--- src/rtl/calc_pkg.sv ---
// Shared types and helpers for the calculator operand-entry path.
package calc_pkg;

  localparam int unsigned BCD_W = 4;

  typedef enum logic [1:0] {
    ENTRY,
    CONVERT,
    DONE
  } entry_state_t;

  function automatic logic is_bcd_digit(input logic [BCD_W-1:0] d);
    return d <= BCD_W'(9);
  endfunction

endpackage

--- src/rtl/decimal_entry_bcd_unadjust.sv ---
// One nibble of the reverse double-dabble correction: nibbles >= 8 lose 3.
module bcd_unadjust
  import calc_pkg::*;
(
  input  logic [BCD_W-1:0] nib_i,
  output logic [BCD_W-1:0] nib_o
);

  always_comb begin
    nib_o = (nib_i >= BCD_W'(8)) ? nib_i - BCD_W'(3) : nib_i;
  end

endmodule

--- src/rtl/decimal_entry.sv ---
// Keyed decimal entry buffer (packed BCD) with sequential BCD->binary conversion.
// Optional backspace key: define DECIMAL_ENTRY_BACKSPACE_EN.
module decimal_entry
  import calc_pkg::*;
#(
  parameter int unsigned NUM_DIGITS = 6,
  parameter int unsigned NUM_WIDTH  = 21
) (
  input  logic                                 clk,
  input  logic                                 reset,
  input  logic                                 digit_valid,
  input  logic [BCD_W-1:0]                     digit,
`ifdef DECIMAL_ENTRY_BACKSPACE_EN
  input  logic                                 backspace,
`endif
  input  logic                                 clear,
  input  logic                                 commit,
  output logic [BCD_W*NUM_DIGITS-1:0]          bcds,
  output logic [$clog2(NUM_DIGITS+1)-1:0]      digit_count,
  output logic                                 overflow,
  output logic                                 busy,
  output logic [NUM_WIDTH-1:0]                 num,
  output logic                                 num_valid
);

  localparam int unsigned BW = BCD_W * NUM_DIGITS;
  localparam int unsigned CW = $clog2(NUM_DIGITS + 1);
  localparam int unsigned IW = $clog2(BW + 1);

  entry_state_t         state_q, state_d;
  logic [BW-1:0]        bcds_q, bcds_d;
  logic [CW-1:0]        count_q, count_d;
  logic                 ovf_q, ovf_d;
  logic [BW-1:0]        work_q, work_d;
  logic [NUM_WIDTH-1:0] bin_q, bin_d;
  logic [IW-1:0]        iter_q, iter_d;
  logic [NUM_WIDTH-1:0] num_q, num_d;
  logic                 nv_q, nv_d;

  logic [BW-1:0]        work_sh;
  logic [BW-1:0]        work_adj;

  assign work_sh = work_q >> 1;

  for (genvar g = 0; g < NUM_DIGITS; g++) begin : g_unadj
    bcd_unadjust u_unadj (
      .nib_i (work_sh[g*BCD_W +: BCD_W]),
      .nib_o (work_adj[g*BCD_W +: BCD_W])
    );
  end

  always_comb begin
    state_d = state_q;
    bcds_d  = bcds_q;
    count_d = count_q;
    ovf_d   = ovf_q;
    work_d  = work_q;
    bin_d   = bin_q;
    iter_d  = iter_q;
    num_d   = num_q;
    nv_d    = 1'b0;
    unique case (state_q)
      ENTRY: begin
        if (clear) begin
          bcds_d  = '0;
          count_d = '0;
          ovf_d   = 1'b0;
        end else if (commit) begin
          work_d  = bcds_q;
          bin_d   = '0;
          iter_d  = '0;
          state_d = CONVERT;
        end
`ifdef DECIMAL_ENTRY_BACKSPACE_EN
        else if (backspace) begin
          if (count_q != '0) begin
            bcds_d  = bcds_q >> BCD_W;
            count_d = count_q - CW'(1);
            ovf_d   = 1'b0;
          end
        end
`endif
        else if (digit_valid && is_bcd_digit(digit)) begin
          if (count_q == CW'(NUM_DIGITS)) begin
            ovf_d = 1'b1;
          end else begin
            bcds_d  = {bcds_q[BW-BCD_W-1:0], digit};
            count_d = count_q + CW'(1);
          end
        end
      end
      CONVERT: begin
        if (clear) begin
          bcds_d  = '0;
          count_d = '0;
          ovf_d   = 1'b0;
          state_d = ENTRY;
        end else begin
          work_d = work_adj;
          // Only the first NUM_WIDTH shifted-out bits can be nonzero, so bin
          // shifts for those iterations and then holds, already LSB-aligned.
          if (iter_q < IW'(NUM_WIDTH)) begin
            bin_d = {work_q[0], bin_q[NUM_WIDTH-1:1]};
          end
          iter_d = iter_q + IW'(1);
          if (iter_q == IW'(BW - 1)) begin
            state_d = DONE;
          end
        end
      end
      DONE: begin
        num_d   = bin_q;
        nv_d    = 1'b1;
        bcds_d  = '0;
        count_d = '0;
        ovf_d   = 1'b0;
        state_d = ENTRY;
      end
      default: state_d = ENTRY;
    endcase
  end

  always_ff @(posedge clk) begin
    if (reset) begin
      state_q <= ENTRY;
      bcds_q  <= '0;
      count_q <= '0;
      ovf_q   <= 1'b0;
      work_q  <= '0;
      bin_q   <= '0;
      iter_q  <= '0;
      num_q   <= '0;
      nv_q    <= 1'b0;
    end else begin
      state_q <= state_d;
      bcds_q  <= bcds_d;
      count_q <= count_d;
      ovf_q   <= ovf_d;
      work_q  <= work_d;
      bin_q   <= bin_d;
      iter_q  <= iter_d;
      num_q   <= num_d;
      nv_q    <= nv_d;
    end
  end

  assign bcds        = bcds_q;
  assign digit_count = count_q;
  assign overflow    = ovf_q;
  assign busy        = (state_q == CONVERT);
  assign num         = num_q;
  assign num_valid   = nv_q;

endmodule

--- config.mk ---
export PLATFORM = sky130hd
export DESIGN_NAME = decimal_entry
export DESIGN_NICKNAME = d
export VERILOG_FILES = /design/src/rtl/calc_pkg.sv /design/src/rtl/decimal_entry_bcd_unadjust.sv /design/src/rtl/decimal_entry.sv
export SDC_FILE = /design/constraint.sdc
export NUM_CORES = 1
export LEC_CHECK = 0
export BUFFER_PORTS_ARGS = -buffer_cell sky130_fd_sc_hd__buf_2
export CELL_PAD_IN_SITES_DETAIL_PLACEMENT = 1
export CELL_PAD_IN_SITES_GLOBAL_PLACEMENT = 2
export CORE_UTILIZATION = 30
export DETAILED_ROUTE_END_ITERATION = 16
export HOLD_SLACK_MARGIN = 0.05
export PLACE_DENSITY = 0.8
export SKIP_CTS_REPAIR_TIMING = 1
export SYNTH_ARGS = -nofsm -noshare
export SYNTH_HDL_FRONTEND = slang
export SYNTH_SLANG_ARGS = --single-unit
--- constraint.sdc ---
create_clock -name clk -period 1.7 [get_ports clk]
set_input_delay 0.17 -clock clk [delete_from_list [all_inputs] [get_ports clk]]
set_output_delay 0.17 -clock clk [all_outputs]
set_load 0.01 [all_outputs]
; After elaboration in Yosys (flattened, before gate mapping)
; Cells that the tools add are included.
[totals]
reg_bits = 102
in_bits = 9
out_inout_bits = 51
[classes]
n_addsub = 8
order_cmp = 8
n_eq_ne = 14
n_mux = 43
n_reduce_logical = 9
[ops]
columns = cell, count
row1 = 24-bit two-way mux, 8
row2 = 21-bit two-way mux, 4
row3 = 24-bit one-hot mux with 3 select lines, 1
row4 = 24-bit one-hot mux with 2 select lines, 1
row5 = 21-bit one-hot mux with 2 select lines, 1
row6 = 4-bit two-way mux, 6
row7 = 4-bit greater-or-equal comparator (second input constant), 5
row8 = 4-bit by 2-bit subtractor with 4-bit output (second input constant), 5
row9 = 3-bit two-way mux, 5
row10 = 5-bit two-way mux, 3
row11 = 5-bit AND reduction, 3
row12 = 3-bit != test (second input constant), 4
row13 = 5-bit one-hot mux with 2 select lines, 1
row14 = 3-bit one-hot mux with 3 select lines, 1
row15 = 2-bit two-way mux, 4
row16 = 2-bit != test (second input constant), 4
row17 = 1-bit two-way mux, 6
row18 = 5-bit by 1-bit adder with 5-bit output (second input constant), 1
row19 = 5-bit equality test (second input constant), 1
row20 = 5-bit less-than comparator (second input constant), 1
row21 = 3-bit by 4-bit greater-or-equal comparator with 1-bit output (second input constant), 1
row22 = 4-bit <= comparator (second input constant), 1
row23 = 2-bit one-hot mux with 2 select lines, 1
row24 = 4-bit AND reduction, 1
row25 = 13 further kinds, 13

; Longest topological paths before layout
; Gate-level depths: netlist of the first run.
[depth]
word_depth = 6
mapped_depth = 8
depth_no_buf = 6

; By module
; From an unflattened synthesis of the first run, not the netlist that was laid out.
[hier_totals]
cells_unflattened = 540
area_unflattened_um2 = 4854.7
[modules_own_cells]
columns = module, n_inst, cells_per_inst, area_each_um2
row1 = decimal_entry, 1, 474, 4396.7
row2 = bcd_unadjust, 6, 11, 76.3

; Worst setup path after synthesis of the first run
; Ideal clock, no wire load.
[synth_path]
path_type = register to register
start = reg state_q[0]
end = reg bcds_q[10] (netlist: bcds[10])
setup_ps = 132
t_arrival_ps = 1598
t_required_ps = 1568
path_slack_ps = -30
path_stages_with_launch = 9
n_path_buf = 2
cell_sequence = dfxtp_1 inv_1 ha_1 or2_2 and2_1 clkbuf_1 buf_2 nand3_1 a21oi_1
[synth_between]
elab_chain_len = 3
word_cells_on_any_way = 10
cone_classes = eq/ne: 6 / mux: 1 / reduce/logical: 3
[synth_rtl]
columns = element, line
row1 = "start, declared", decimal_entry.sv:30  ; entry_state_t state_q, state_d;
row2 = "start signal, assigned", decimal_entry.sv:135  ; state_q <= state_d;
row3 = 2-bit by 1-bit equality test with 1-bit output (tied with other cells), decimal_entry.sv:62  ; unique case (state_q)
row4 = 2-bit != test (no source line) (tied with other cells), --
row5 = 5-bit AND reduction (no source line), --
row6 = "end signal, assigned", decimal_entry.sv:136  ; bcds_q <= bcds_d;
row7 = "end, declared", decimal_entry.sv:31  ; logic [BW-1:0] bcds_q, bcds_d;
; Several ways; a longest one is shown, not always the timed one.
; A chain may end at the register's enable or synchronous reset.

; Worst setup path in the final report of the first run
[layout_path]
start = reg state_q[1]
end = reg bin_q[16]
[layout_between]
elab_chain_len = 3
word_cells_on_any_way = 9
cone_classes = eq/ne: 5 / mux: 1 / reduce/logical: 3
[layout_rtl]
columns = element, line
row1 = 2-bit by 1-bit equality test with 1-bit output or 2-bit zero test (tied branches), decimal_entry.sv:62
row2 = 2-bit by 1-bit != test with 1-bit output (no source line) (tied with other cells), --
row3 = 5-bit AND reduction (no source line), --
row4 = "end signal, assigned", decimal_entry.sv:140  ; bin_q <= bin_d;
row5 = "end, declared", decimal_entry.sv:35  ; logic [NUM_WIDTH-1:0] bin_q, bin_d;
; Several ways; a longest one is shown, not always the timed one.

==> results of run 1 <==
-- power by group --
group          total (W)  internal [W]  switching (W)
Combinational    0.00104      0.000446       0.000597
Clock            0.00215       0.00116       0.000990
Sequential       0.00251       0.00245      0.0000602
-- per-layer routing --
| metal | up-vias | GRT usage, % | share of wire, % | routed length [um] |
|---|---|---|---|---|
| met5 | - | 0 | 0 | 0 |
| met4 | 0 | 4.518 | 1.1 | 133 |
| met3 | 9 | 4.579 | 3.6 | 434 |
| met2 | 57 | 25.76 | 48 | 5788 |
| met1 | 1874 | 22.12 | 47 | 5697 |
| li1 | 1865 | - | - | - |
-- sequential cells by signal, summed over array words and instances, names as in the netlist --
register,cells
num_valid,1
bin_q,21
num,21
overflow,1
bcds,24
work_q,24
digit_count,3
state_q,2
iter_q,5
-- cell type report --
type / instances / area [um^2]
clock buffers: 9 / 225.2
fillers: 1665 / 8852
flip-flops and latches: 102 / 2046
inverters: 15 / 56.30
clock inverters: 7 / 77.57
repair buffers: 97 / 698.2
well taps: 184 / 230.2
multi-input cells: 333 / 2293
-- synth_stat cells (all sizes together) --
master,number
nor2,34
o21ai,35
or3,1
nand2,31
clkbuf,14
a211oi,9
a211o,5
inv,15
a21oi,52
nor4,1
ha,16
and4b,1
a311oi,1
o31ai,2
o211ai,13
a31oi,6
a22o,21
o21a,2
nand3,32
buf,22
o31a,1
mux2i,29
nand3b,2
and2,2
nand4b,1
xnor2,13
a21o,1
nor2b,9
dfxtp,102
nor3,3
nand2b,4
or2,3
a22oi,1
and4bb,1
nor3b,1
-- cells by family after synthesis --
kind of cell,count (synthesis),share of synthesized area [%]
xor+xnor,13,2.563
buf+inv,51,5.352
fa+ha+maj,16,4.507
compound gates,149,21.61
mux,29,6.535
simple gates,126,13.46
flops,102,45.97
-- worst paths after layout --
| path | start | endpoint | slack, ns | cells past startpoint |
|---|---|---|---|---|
| worst max-delay path | state_q[1] | bin_q[16] | 0.05 | 7 |
| worst min-delay path | digit[0] | bcds[0] | 0.07 | 3 |
| worst max register to register | state_q[1] | bin_q[16] | 0.05 | 7 |
| worst min register to register | work_q[0] | work_q[0] | 0.47 | 2 |
-- metrics by stage --
step                      instances  TNS [ns]  power, W
after floorplan                 486         0  0.003123
after global placement          726         0  0.003444
after detailed placement        726    -1.807  0.003464
after CTS                       742    -3.200  0.005634
after global routing            747   -0.2239  0.005982
final                           747         0  0.005702
-- critical path: stages, from the launching register on --
cell,delay (ns)
dfxtp_2,0.33
inv_2,0.09
ha_4,0.17
mux2i_2,0.27
nor2_2,0.08
and4b_1,0.21
buf_12,0.16
a22o_1,0.23
==> flow_summary.yaml, run 1 <==
outcome:
  outcome: "complete, no violations"
synthesis:
  yosys_warnings: 0
  synth_area_um2: 4442
  yosys-top-cells-area: "dfxtp_1 (46%), mux2i_1 (6.5%), a21oi_1 (5.6%)"
  ys_seq_area_share_pct: 45.97
  ys_ff_latch: 102
  syn-num-nets: 511
  yosys.area.top_type: "dfxtp_1"
  yosys.area.top_type_share_pct: 45.97
  synthCells: 486
  ys_types: 44
  syn_area_per_cell_um2: 9.139
timing:
  rsz0062_at_grt: "yes"
  hold_violations: 0
  final.setup_skew_ns: 0.009673
  setup_viol: 0
  setup_ws_ns: 0.04849
  fmax_mhz: 605.5
  post-route-min-period_ns: 1.652
  post-route-period-util_pct: 97.15
  hold-worst-slack_ns: 0.06773
  tightestPinTransition_ns: 0.4936
  maxSlewHeadroom_pct: 67.10
  drv_slew: 0
clock_network:
  path_clk_slew_ns: 0.08
  cts_root_buf: "clkbuf_16"
  insertion_delay_ns: 0.36
  cts_tree: "done"
  cts-htree-levels: 3
  cts_buffer_depth: 2
  cts.sink_count: 102
  numCtsBuffers: 9
floorplanning:
  fp.dieH_um: 123.7
  coreArea_um2: 14480
  initial_core_util_pct: 30.68
  chipWidth_um: 123.7
  rows: 44
  pin_count: 60
  die_area_um2: 15300
cells_and_area:
  final_common_cell: "dfxtp_1"
  drive_gt1_share_pct: 26.64
  final_nets: 583
  mostFrequentLayoutCells: "dfxtp_1 (99), buf_2 (59), a21oi_1 (41)"
  stdcell_area_um2: 5627
  postLayoutCoreUtil_pct: 38.86
  antenna_cells: 0
  area_growth_pct: 26.68
routing:
  drt-total-wl_mm: 12.05
  drt_iter0_markers: 134
  routed-via-count: 3805
  via_per_inst: 5.094
  drc: 0
  wl_per_cell_um: 16.14
  ant_nets: 0
  drt_pass1_iterations: 4
global_route:
  overflow: 0
  antenna_found_initial: 0
  grt_max_degree: 36
  grt_pass1_vias: 3633
  grtUsageTotal_pct: 16.48
  grt_pass1_wl_mm: 19.24
setup_path:
  worstPathMaxFanout: 21
  cp-end-kind: "flip-flop"
  critPathRequiredTime_ns: 1.95
  start_kind: "flip-flop"
  arrival_ns: 1.90
  path_class: "flip-flop to flip-flop"
placed_design:
  hpwlAfterDp_mm: 8.336
  placed_cell_area_um2: 5124
  dp_slack_ns: -0.08654
  place.gp.congestion: 0.8338
  place.port_buffers: 59
power_and_ir_drop:
  p_per_area_nw_per_um2: 1013
  leakagePower_nw: 2.112
  irDropWorstVdd_mv: 0.5234
job:
  drv_cap: 0
min_path:
  min_path_type: "input port to flip-flop"
Power figures use the tool's default switching activity.
==> run 2: changes to the inputs <==
--- a/config.mk
+++ b/config.mk
@@ -8,10 +8,10 @@
 export BUFFER_PORTS_ARGS = -buffer_cell sky130_fd_sc_hd__buf_2
 export CELL_PAD_IN_SITES_DETAIL_PLACEMENT = 1
 export CELL_PAD_IN_SITES_GLOBAL_PLACEMENT = 2
-export CORE_UTILIZATION = 30
+export CORE_UTILIZATION = 32
 export DETAILED_ROUTE_END_ITERATION = 16
 export HOLD_SLACK_MARGIN = 0.05
-export PLACE_DENSITY = 0.8
+export PLACE_DENSITY = 0.84
 export SKIP_CTS_REPAIR_TIMING = 1
 export SYNTH_ARGS = -nofsm -noshare
 export SYNTH_HDL_FRONTEND = slang
==> flow_summary.yaml, run 2 (synthesis results as in run 1) <==
floorplanning:
  pin_count: 60
  chipWidth_um: 119.8
  rows: 42
  die_area_um2: 14360
  fp.dieH_um: 119.8
  coreArea_um2: 13400
  initial_core_util_pct: 33.15
min_path:
  whs_path_depth: 3
  min_path_type: "input port to flip-flop"
  hold_path_end: "bcds[0]"
  hold_start: "digit[0]"
routing:
  drc: 0
  via_per_inst: 5.107
  ant_nets: 0
  drt-total-wl_mm: 11.47
  routed-via-count: 3708
  drt_iter0_markers: 168
  wl_per_cell_um: 15.80
  drt_pass1_iterations: 4
timing:
  rsz0062_at_grt: "yes"
  drv_slew: 0
  setup_ws_ns: 0.03109
  final.setup_skew_ns: 0.006959
  fmax_mhz: 599.2
  hold_violations: 0
  maxSlewHeadroom_pct: 76.11
  post-route-period-util_pct: 98.17
  tightestPinTransition_ns: 0.3559
  finalSetupTns_ns: 0
  post-route-min-period_ns: 1.669
  setup_viol: 0
setup_path:
  r2r_cells: 7
  path_class: "flip-flop to flip-flop"
  arrival_ns: 1.90
  path_cells: "inv_4, ha_4, or2_2, and2_1, buf_4, a21oi_1, a311oi_2"
  r2r-end: "digit_count[1]"
  start_kind: "flip-flop"
  cp_slowest_cell: "dfxtp_4"
  r2r_start: "state_q[0]"
  crit_family: "simple AND/OR/NAND/NOR gates"
  cp-end-kind: "flip-flop"
  worst-path-buf-inv: 2
  critPathRequiredTime_ns: 1.93
  r2r_slack_ns: 0.03
  cpPeakStageDelay_ns: 0.38
  worstPathMaxFanout: 7
power_and_ir_drop:
  internal_power_w: 0.003889
  swShare_pct: 29.38
  clkPwrFrac_pct: 36.8
  seqPwrFrac_pct: 45.5
  combPwrFrac_pct: 17.7
  p_sw_w: 0.001618
  p_per_area_nw_per_um2: 1001
  leakagePower_nw: 2.051
  irDropWorstVdd_mv: 0.4848
outcome:
  outcome: "complete, no violations"
cells_and_area:
  area_growth_pct: 23.86
  mostFrequentLayoutCells: "dfxtp_1 (101), buf_2 (59), a21oi_1 (44)"
  drive_gt1_share_pct: 22.73
  antenna_cells: 0
  final_common_cell: "dfxtp_1"
  register_area_um2: 2046
  n_fill_cell: 1532
  final_nets: 570
  multi_input_area_um2: 2251
clock_network:
  path_clk_slew_ns: 0.07
  numCtsBuffers: 9
  cts_buffer_depth: 2
  cts_root_buf: "clkbuf_16"
  cts_tree: "done"
  insertion_delay_ns: 0.36
  cts-htree-levels: 3
  cts.sink_count: 102
global_route:
  grt_pass1_vias: 3676
  grtUsageTotal_pct: 16.51
  antenna_found_initial: 0
  grt_pass1_wl_mm: 18.57
  overflow: 0
  grt_max_degree: 44
placed_design:
  dp_slack_ns: -0.09059
  place.port_buffers: 59
  hpwlAfterDp_mm: 7.831
  place.gp.congestion: 0.7765
job:
  drv_cap: 0
[run 2: changes by cell type in the layout (fill, tap and decap cells not counted), sizes merged]
cell,before,now
buf,97,83
bufinv,1,0
clkbuf,9,10
clkinv,3,4
[run 2: power groups by stage]
| stage | Sequential (W) | Clock [W] | Combinational [W] |
|---|---|---|---|
| 2_1_floorplan | 0.00255 | 0 | 0.000568 |
| 3_3_place_gp | 0.00256 | 0 | 0.000874 |
| 3_5_place_dp | 0.00256 | 0 | 0.000891 |
| 4_1_cts | 0.00250 | 0.00209 | 0.000895 |
| 5_1_grt | 0.00252 | 0.00219 | 0.00106 |
| 6_report | 0.00251 | 0.00203 | 0.000973 |
[run 2: stage by stage]
stage / utilization, % / total power, W / instances / hold slack, ns / instance area (um^2)
6_report: 41.06 / 0.005507 / 726 / 0.05601 / 5502
5_1_grt: 41.06 / 0.005768 / 726 / 0.06554 / 5502
4_1_cts: 40.05 / 0.005488 / 725 / 0.04973 / 5366
3_5_place_dp: 37.86 / 0.003450 / 709 / 0.4320 / 5074
3_3_place_gp: 37.86 / 0.003431 / 709 / 0.4285 / 5074
2_1_floorplan: - / 0.003123 / 486 / 0.3177 / 4448
[run 2: layout make-up]
class | instances | area share (%)
clock buffers | 9 | 4.094
multi-input cells | 333 | 40.91
clock inverters | 7 | 1.228
well taps | 176 | 4.003
repair buffers | 84 | 11.51
inverters | 15 | 1.069
flip-flops and latches | 102 | 37.18
[run 2: worst max-delay path by stage]
stage                     slack [ns]              to  startpoint  cells after the start
after floorplan                0.004        bcds[10]  state_q[0]                      8
after global placement          0.01       bin_q[15]  state_q[0]                      7
after detailed placement       -0.09       work_q[3]  state_q[0]                      7
after CTS                       -0.1        bin_q[6]  state_q[0]                      7
after global routing           -0.03       bin_q[13]  state_q[0]                      7
final                           0.03  digit_count[1]  state_q[0]                      7
[run 2: routing by layer]
metal | wire (um) | vias up | global-route usage [%]
met5 | 0 | - | 0
met4 | 197 | 0 | 6.875
met3 | 412 | 15 | 4.087
met2 | 5308 | 59 | 25.90
met1 | 5553 | 1791 | 21.55
li1 | - | 1843 | -
[run 2: worst register-to-register path, delay by kind of cell (launching register included)]
family | cells | cell delay (ns)
DFF | 1 | 0.38
adders and majority gates | 1 | 0.23
buffers and inverters | 2 | 0.21
AOI/OAI and AO/OA | 2 | 0.24
and+or+nand+nor | 2 | 0.49
